--- src/rtl/matrix_pkg.sv ---
// Shared definitions for the matrix operation engine: opcodes, FSM encoding
// and the element bit-position helper used by the datapath.
package matrix_pkg;

    localparam logic [2:0] OP_ADD       = 3'b000;
    localparam logic [2:0] OP_SUB       = 3'b001;
    localparam logic [2:0] OP_SCALE     = 3'b010;
    localparam logic [2:0] OP_TRANSPOSE = 3'b011;
    localparam logic [2:0] OP_NEGATE    = 3'b100;

    typedef enum logic [2:0] {
        S_IDLE,
        S_RD_A,
        S_RD_B,
        S_EXEC,
        S_WR,
        S_DONE
    } state_t;

    // Element (r,c) sits at this bit offset inside a memory word.
    function automatic int elem_lsb(input int r, input int c, input int dim, input int w);
        return (r * dim + c) * w;
    endfunction

    function automatic logic op_legal(input logic [2:0] op);
        return op <= OP_NEGATE;
    endfunction

    function automatic logic op_two_operand(input logic [2:0] op);
        return (op == OP_ADD) || (op == OP_SUB);
    endfunction

endpackage

--- src/rtl/matrix_alu.sv ---
// Combinational per-element datapath: add, subtract, scale, transpose, negate,
// with optional signed saturation. Unused upper result bits are forced to zero.
module matrix_alu
    import matrix_pkg::*;
#(
    parameter int DIM      = 5,
    parameter int ELEM_W   = 8,
    parameter int WORD_W   = 256,
    parameter int SATURATE = 0
) (
    input  logic [WORD_W-1:0] A,
    input  logic [WORD_W-1:0] B,
    input  logic [ELEM_W-1:0] scalar,
    input  logic [2:0]        opcode,
    output logic [WORD_W-1:0] result
);

    localparam int USED = DIM * DIM * ELEM_W;
    localparam logic [ELEM_W-1:0] E_MAX = {1'b0, {(ELEM_W-1){1'b1}}};
    localparam logic [ELEM_W-1:0] E_MIN = {1'b1, {(ELEM_W-1){1'b0}}};

    // A one-bit-wider sum overflowed when its top two bits disagree.
    function automatic logic [ELEM_W-1:0] fit_sum(input logic [ELEM_W:0] s);
        if (SATURATE != 0 && s[ELEM_W] != s[ELEM_W-1])
            return s[ELEM_W] ? E_MIN : E_MAX;
        return s[ELEM_W-1:0];
    endfunction

    function automatic logic [ELEM_W-1:0] fit_prod(input logic [2*ELEM_W-1:0] p);
        if (SATURATE != 0 && p[2*ELEM_W-1:ELEM_W-1] != {(ELEM_W+1){p[2*ELEM_W-1]}})
            return p[2*ELEM_W-1] ? E_MIN : E_MAX;
        return p[ELEM_W-1:0];
    endfunction

    logic [ELEM_W-1:0]   ea, eb, et, er;
    logic [ELEM_W:0]     ext_a, ext_b;
    logic [2*ELEM_W-1:0] prod;

    always_comb begin
        result = '0;
        ea     = '0;
        eb     = '0;
        et     = '0;
        er     = '0;
        ext_a  = '0;
        ext_b  = '0;
        prod   = '0;
        for (int r = 0; r < DIM; r++) begin
            for (int c = 0; c < DIM; c++) begin
                ea    = A[elem_lsb(r, c, DIM, ELEM_W) +: ELEM_W];
                eb    = B[elem_lsb(r, c, DIM, ELEM_W) +: ELEM_W];
                et    = A[elem_lsb(c, r, DIM, ELEM_W) +: ELEM_W];
                ext_a = {ea[ELEM_W-1], ea};
                ext_b = {eb[ELEM_W-1], eb};
                prod  = {{ELEM_W{ea[ELEM_W-1]}}, ea} * {{ELEM_W{scalar[ELEM_W-1]}}, scalar};
                case (opcode)
                    OP_ADD:       er = fit_sum(ext_a + ext_b);
                    OP_SUB:       er = fit_sum(ext_a - ext_b);
                    OP_SCALE:     er = fit_prod(prod);
                    OP_TRANSPOSE: er = et;
                    OP_NEGATE:    er = fit_sum({(ELEM_W+1){1'b0}} - ext_a);
                    default:      er = '0;
                endcase
                result[elem_lsb(r, c, DIM, ELEM_W) +: ELEM_W] = er;
            end
        end
    end

    generate
        if (WORD_W > USED) begin : g_pad
            logic unused_hi;
            assign unused_hi = ^{A[WORD_W-1:USED], B[WORD_W-1:USED]};
        end
    endgenerate

endmodule

--- src/rtl/matrix_op_engine.sv ---
// Matrix operation sequencer: reads one or two operand words from a
// single-port RAM, runs the element-wise ALU and writes the result word back.
module matrix_op_engine
    import matrix_pkg::*;
#(
    parameter int DIM      = 5,
    parameter int ELEM_W   = 8,
    parameter int WORD_W   = 256,
    parameter int ADDR_W   = 8,
    parameter int RD_LAT   = 1,
    parameter int SATURATE = 0
) (
    input  logic              clk,
    input  logic              reset,
    input  logic              start,
    input  logic [2:0]        opcode,
    input  logic [ADDR_W-1:0] addr_a,
    input  logic [ADDR_W-1:0] addr_b,
    input  logic [ADDR_W-1:0] addr_c,
    input  logic [ELEM_W-1:0] scalar,
    output logic [ADDR_W-1:0] mem_addr,
    output logic [WORD_W-1:0] mem_wdata,
    output logic              mem_wren,
    input  logic [WORD_W-1:0] mem_rdata,
    output logic              busy,
    output logic              done,
    output logic              error,
    output logic [2:0]        dbg_state
);

    state_t            state_q, state_d;
    logic [2:0]        cnt_q, cnt_d;
    logic [2:0]        opcode_q, opcode_d;
    logic [ADDR_W-1:0] addr_a_q, addr_a_d, addr_b_q, addr_b_d, addr_c_q, addr_c_d;
    logic [ELEM_W-1:0] scalar_q, scalar_d;
    logic [WORD_W-1:0] a_q, a_d, b_q, b_d, result_q, result_d;
    logic              error_q, error_d;
    logic [WORD_W-1:0] alu_result;

    matrix_alu #(
        .DIM(DIM), .ELEM_W(ELEM_W), .WORD_W(WORD_W), .SATURATE(SATURATE)
    ) u_alu (
        .A(a_q), .B(b_q), .scalar(scalar_q), .opcode(opcode_q), .result(alu_result)
    );

    always_ff @(posedge clk or posedge reset) begin
        if (reset) begin
            state_q  <= S_IDLE;
            cnt_q    <= '0;
            opcode_q <= '0;
            addr_a_q <= '0;
            addr_b_q <= '0;
            addr_c_q <= '0;
            scalar_q <= '0;
            a_q      <= '0;
            b_q      <= '0;
            result_q <= '0;
            error_q  <= 1'b0;
        end else begin
            state_q  <= state_d;
            cnt_q    <= cnt_d;
            opcode_q <= opcode_d;
            addr_a_q <= addr_a_d;
            addr_b_q <= addr_b_d;
            addr_c_q <= addr_c_d;
            scalar_q <= scalar_d;
            a_q      <= a_d;
            b_q      <= b_d;
            result_q <= result_d;
            error_q  <= error_d;
        end
    end

    always_comb begin
        state_d  = state_q;
        cnt_d    = cnt_q;
        opcode_d = opcode_q;
        addr_a_d = addr_a_q;
        addr_b_d = addr_b_q;
        addr_c_d = addr_c_q;
        scalar_d = scalar_q;
        a_d      = a_q;
        b_d      = b_q;
        result_d = result_q;
        error_d  = error_q;
        case (state_q)
            S_IDLE: begin
                if (start) begin
                    opcode_d = opcode;
                    addr_a_d = addr_a;
                    addr_b_d = addr_b;
                    addr_c_d = addr_c;
                    scalar_d = scalar;
                    cnt_d    = '0;
                    error_d  = !op_legal(opcode);
                    state_d  = op_legal(opcode) ? S_RD_A : S_DONE;
                end
            end
            // Address is held RD_LAT+1 cycles; data is valid in the last one.
            S_RD_A: begin
                if (cnt_q == 3'(RD_LAT)) begin
                    a_d     = mem_rdata;
                    cnt_d   = '0;
                    state_d = op_two_operand(opcode_q) ? S_RD_B : S_EXEC;
                end else begin
                    cnt_d = cnt_q + 3'd1;
                end
            end
            S_RD_B: begin
                if (cnt_q == 3'(RD_LAT)) begin
                    b_d     = mem_rdata;
                    cnt_d   = '0;
                    state_d = S_EXEC;
                end else begin
                    cnt_d = cnt_q + 3'd1;
                end
            end
            S_EXEC: begin
                result_d = alu_result;
                state_d  = S_WR;
            end
            S_WR:    state_d = S_DONE;
            S_DONE:  state_d = S_IDLE;
            default: state_d = S_IDLE;
        endcase
    end

    always_comb begin
        mem_addr = '0;
        case (state_q)
            S_RD_A:  mem_addr = addr_a_q;
            S_RD_B:  mem_addr = addr_b_q;
            S_WR:    mem_addr = addr_c_q;
            default: mem_addr = '0;
        endcase
    end

    assign mem_wdata = result_q;
    assign mem_wren  = (state_q == S_WR);
    assign busy      = (state_q != S_IDLE);
    assign done      = (state_q == S_DONE);
    assign error     = error_q;
    assign dbg_state = state_q;

endmodule

--- config.mk ---
export PLATFORM = sky130hd
export DESIGN_NAME = matrix_op_engine
export DESIGN_NICKNAME = d
export VERILOG_FILES = /design/src/rtl/matrix_pkg.sv /design/src/rtl/matrix_alu.sv /design/src/rtl/matrix_op_engine.sv
export SDC_FILE = /design/constraint.sdc
export NUM_CORES = 2
export LEC_CHECK = 0
export CORE_ASPECT_RATIO = 0.9
export CORE_MARGIN = 2
export CORE_UTILIZATION = 55
export CTS_CLUSTER_DIAMETER = 200
export DETAILED_ROUTE_END_ITERATION = 7
export GPL_TIMING_DRIVEN = 0
export PLACE_DENSITY_LB_ADDON = 0.08
export SETUP_SLACK_MARGIN = 0.3
export SYNTH_ARGS = -nofsm -noshare
export SYNTH_HDL_FRONTEND = slang
export SYNTH_SLANG_ARGS = --single-unit
export TNS_END_PERCENT = 50
--- constraint.sdc ---
create_clock -name clk -period 20.5 [get_ports clk]
set_clock_uncertainty 0.1 [all_clocks]
set_input_delay 2.05 -clock clk [delete_from_list [all_inputs] [get_ports clk]]
set_output_delay 2.05 -clock clk [all_outputs]
set_load 0.005 [all_outputs]
==> impl.org <==
** Run status
- The checks that failed: design-rule violations, max-capacitance violations, max-slew violations.
- The run finished, with violations left.

** Setup path
- Top cell family by delay on the critical path :: buffers and inverters
- For this run, the slowest stage of the critical path takes 960 ps.
- Worst path bufs/invs :: 7
- The worst setup path is captured at a register.
- Data on the critical path is required at its endpoint by 20,990 ps.
- Worst Setup Path Type :: reg2reg
- Worst path cell trace :: buf_2 > buf_2 > clkbuf_1 > clkbuf_1 > nand2_1 > fa_1 > fa_1 > inv_1 > ha_1 > inv_1 > fa_1 > inv_1 > fa_1 > a22oi_1 > nor2_1 > a221oi_1 > o21ai_1
- Counting stages on the worst path, the most repeated cell is fa_1.
- Kind of launch point of the worst setup path :: register
- Among all stages on the critical path, the largest delay is contributed by clkbuf_1.
- For the worst setup path, the data arrival time is 8040 ps.
- Largest fanout on the critical path :: 10

** Die
- The die is 329 microns tall.
- From left edge to right edge, the die measures 365 microns.
- Std-Cell Core Area :: 117,000 sq um
- The die covers 120,000 sq um.
- 565 I/O pins were placed.
- For this configuration, the core starts out at a cell density of 55.4%.
- Site Rows :: 119

** Clock network
- CTS tree :: yes
- Bufs on Longest Clock Path :: 3
- CTS H-tree depth :: 3
- After clock tree synthesis, the setup repair step added 0 buffers.
- Post-cts gate resize count :: 0
- In this run, post-CTS hold repair placed 0 buffers.
- The clock reaches the later pin of the worst-skew pair after 750 ps.
- The cell sitting at the root of the clock tree is a clkbuf_16.
- TritonCTS sink count :: 642
- Clk slew on worst S/H paths :: 60 ps
- The number of clock buffers added by TritonCTS is 76.

** Logic synthesis
- Yosys reg bits :: 642
- The commonest cells after synthesis are 784 x nand2_1, 707 x inv_1, 700 x ha_1.
- Share of the yosys chip area belonging to registers :: 24.9%
- Share of synthesized flip-flops with an asynchronous set or reset :: 100%
- Cell types occupying the most area after synthesis :: dfrtp_1 25%, ha_1 14%, fa_1 10%, xnor2_1 7.7%, nand2_1 4.6%
- Most common flop cell mapped by yosys :: dfrtp_1
- nand2_1 is the most common cell in the netlist.
- Yosys printed 0 warnings.
- Yosys mapped the design onto 63 distinct sky130hd cell types.
- In this run the biggest area consumer among cell types represents 24.9% of the synthesized area.
- Counting every instance in the synthesized netlist gives 7,106.
- Summed over all instances, the cell type with the most area after synthesis is dfrtp_1.
- Counting flops with a built-in enable in the synthesized netlist gives 0.
- Netlist area before placement :: 64,600 sq um
- In this run the mean area of a mapped cell was 9.10 sq um.

** Place
- Detailed placer's ending HPWL :: 223,000 microns
- At the end of routability-driven placement, the weighted congestion stood at 1.05.
- Once placement completed, the tool counted placed cells totaling 9,198.
- During placement, the flow inserted port buffers numbering 452.

** Global routing
- Global-route wire length before repair :: 418,000 microns
- For this run, the total global-route usage over all layers was measured as 49.9%.
- Vias in the first global route :: 57,000
- Total congestion overflow after global routing :: 0
- Entering global routing, the biggest net connects 121 pins.
- The number of antenna violations at the first check in global routing was 37.

** STA
- Clock period minus worst slack :: 7550 ps
- At the pin with the least slew margin, the transition time is 1840 ps.
- Derived from the worst setup path, the maximum achievable clock frequency is 133 MHz.
- The worst path uses 36.8% of the clock period.
- Setup repair after global routing missed its margin :: false
- Setup violations remaining at the end of the flow were counted as 0.
- Headroom to the max-slew limit :: -22.5%
- The hold violation count in the final report was 0.
- The final count of pins violating max slew is 200.

** Run
- The tool flagged a number of max-cap violations equal to 19.

** Final layout
- From synthesis to final layout, the design area changed by 15.1%.
- Layout Cells excl Fill :: 9,374
- Cells with a size suffix above 1 make up 7.76% of the layout.
- Filler Cell Count :: 10,100
- Nets@finish :: 9,022

** Detailed routing
- In this run the remaining antenna-violating nets after routing total 0.
- The first TritonRoute pass finished after 8 iterations.
- Via count :: 60,400
- For this run, design rule violations remaining after detail routing come to 32.
- Routed vias/inst :: 6.44
- For this block, the routed nets add up to 304,000 microns of wire.
- Dividing the detail-routed wire length by the instance count gives 32.5 microns.
- In this run, the number of DRC markers left after iteration 0 of detailed routing was 9,147.

** Worst hold path
- Class of the worst hold path :: reg2reg
[sequential cells by signal, indices dropped and copies added, names as in the netlist]
register,cells
a_q,200
addr_a_q,8
addr_b_q,8
addr_c_q,8
b_q,200
cnt_q,3
dbg_state,3
error,1
mem_wdata,200
opcode_q,3
scalar_q,8
[worst reg2reg max path, cell delays in order, from the launching register on]
cell	delay [ps]
dfrtp_1	330
buf_2	650
buf_2	740
clkbuf_1	910
clkbuf_1	960
nand2_1	210
fa_1	520
fa_1	540
inv_1	40
ha_1	270
inv_1	50
fa_1	530
inv_1	80
fa_1	530
a22oi_1	190
nor2_1	60
a221oi_1	580
o21ai_1	130
[cell type report]
type	instances	area (sq um)	share of cell area (%)
Antenna cell	42	105	0.141
Buffer	499	2400	3.22
Clock buffer	93	2070	2.78
Clock inverter	41	536	0.720
Inverter	711	2680	3.60
Multi-Input combinational cell	5309	43800	58.8
Sequential cell	642	16100	21.6
Tap cell	1573	1970	2.65
Timing Repair Buffer	464	4810	6.47
[logic make-up (layout without fill, tap and decap cells)]
family	after synthesis	after routing	share of synthesized area, %
simple gates	1862	1862	13.7
buf+inv	1210	1808	7.78
fa+ha+maj	1025	1025	23.6
compound gates	1099	1099	11.1
xor+xnor	874	874	12.1
mux	393	393	6.83
flops	642	642	24.9
other cells	1	98	0.00580
[final timing paths]
| check | end | startpoint | slack, ps | cells past startpoint |
|---|---|---|---|---|
| max in group asynchronous | a_q[100] | reset | 16640 | 5 |
| min in group asynchronous | b_q[42] | reset | 1630 | 2 |
| min | mem_wdata[101] | mem_wdata[101] | 390 | 2 |
| min reg2reg | mem_wdata[101] | mem_wdata[101] | 390 | 2 |
| max reg2reg | mem_wdata[37] | scalar_q[4] | 12950 | 17 |
| max | mem_wdata[37] | scalar_q[4] | 12950 | 17 |
[per-layer routing]
metal	wire length [microns]	vias up	track usage (%)
met2	117000	4798	66.4
met4	25000	14	34.1
met5	358	-	3.88
met1	112000	29700	63.3
met3	49800	1189	23.3
li1	-	24700	-
[stage by stage]
step           setup WS, ps  hold WS (ps)  util (%)  area (sq um)  setup TNS [ps]
2_1_floorplan           364           373         -         64900               0
3_3_place_gp          -8070           369      61.1         71300        -5084670
3_5_place_dp          13450           375      61.4         71700               0
4_1_cts               13450           391      63.6         74300               0
5_1_grt               13050           410      63.7         74300               0
6_report              12950           386      63.7         74400               0
[layout by cell type (no fill, tap or decap), types with 21 or more instances in the layout]
cell type / count
o31ai_1: 29
a31oi_1: 33
o22ai_1: 76
clkbuf_1: 245
fa_1: 325
nand3_1: 44
nand2b_1: 42
buf_2: 140
buf_4: 68
nor3_1: 116
o41a_1: 21
o21ai_1: 129
clkdlybuf4s50_1: 452
clkbuf_2: 27
nand2_1: 784
nor4_1: 22
and2_1: 467
inv_1: 706
a21o_1: 73
mux2_1: 219
a22o_1: 41
o21ai_0: 138
a41o_1: 21
a21oi_1: 282
clkbuf_16: 77
xor2_1: 283
nor2b_1: 36
mux2_2: 167
diode_2: 42
o221ai_1: 27
ha_1: 700
a22oi_1: 83
conb_1: 56
a221oi_1: 81
dfrtp_1: 642
xnor2_1: 568
a222oi_1: 43
nor2_1: 286
Power is left out: the tool's default activity adds up to more than one toggle a clock period on the data nets, which glitch-free logic cannot reach.
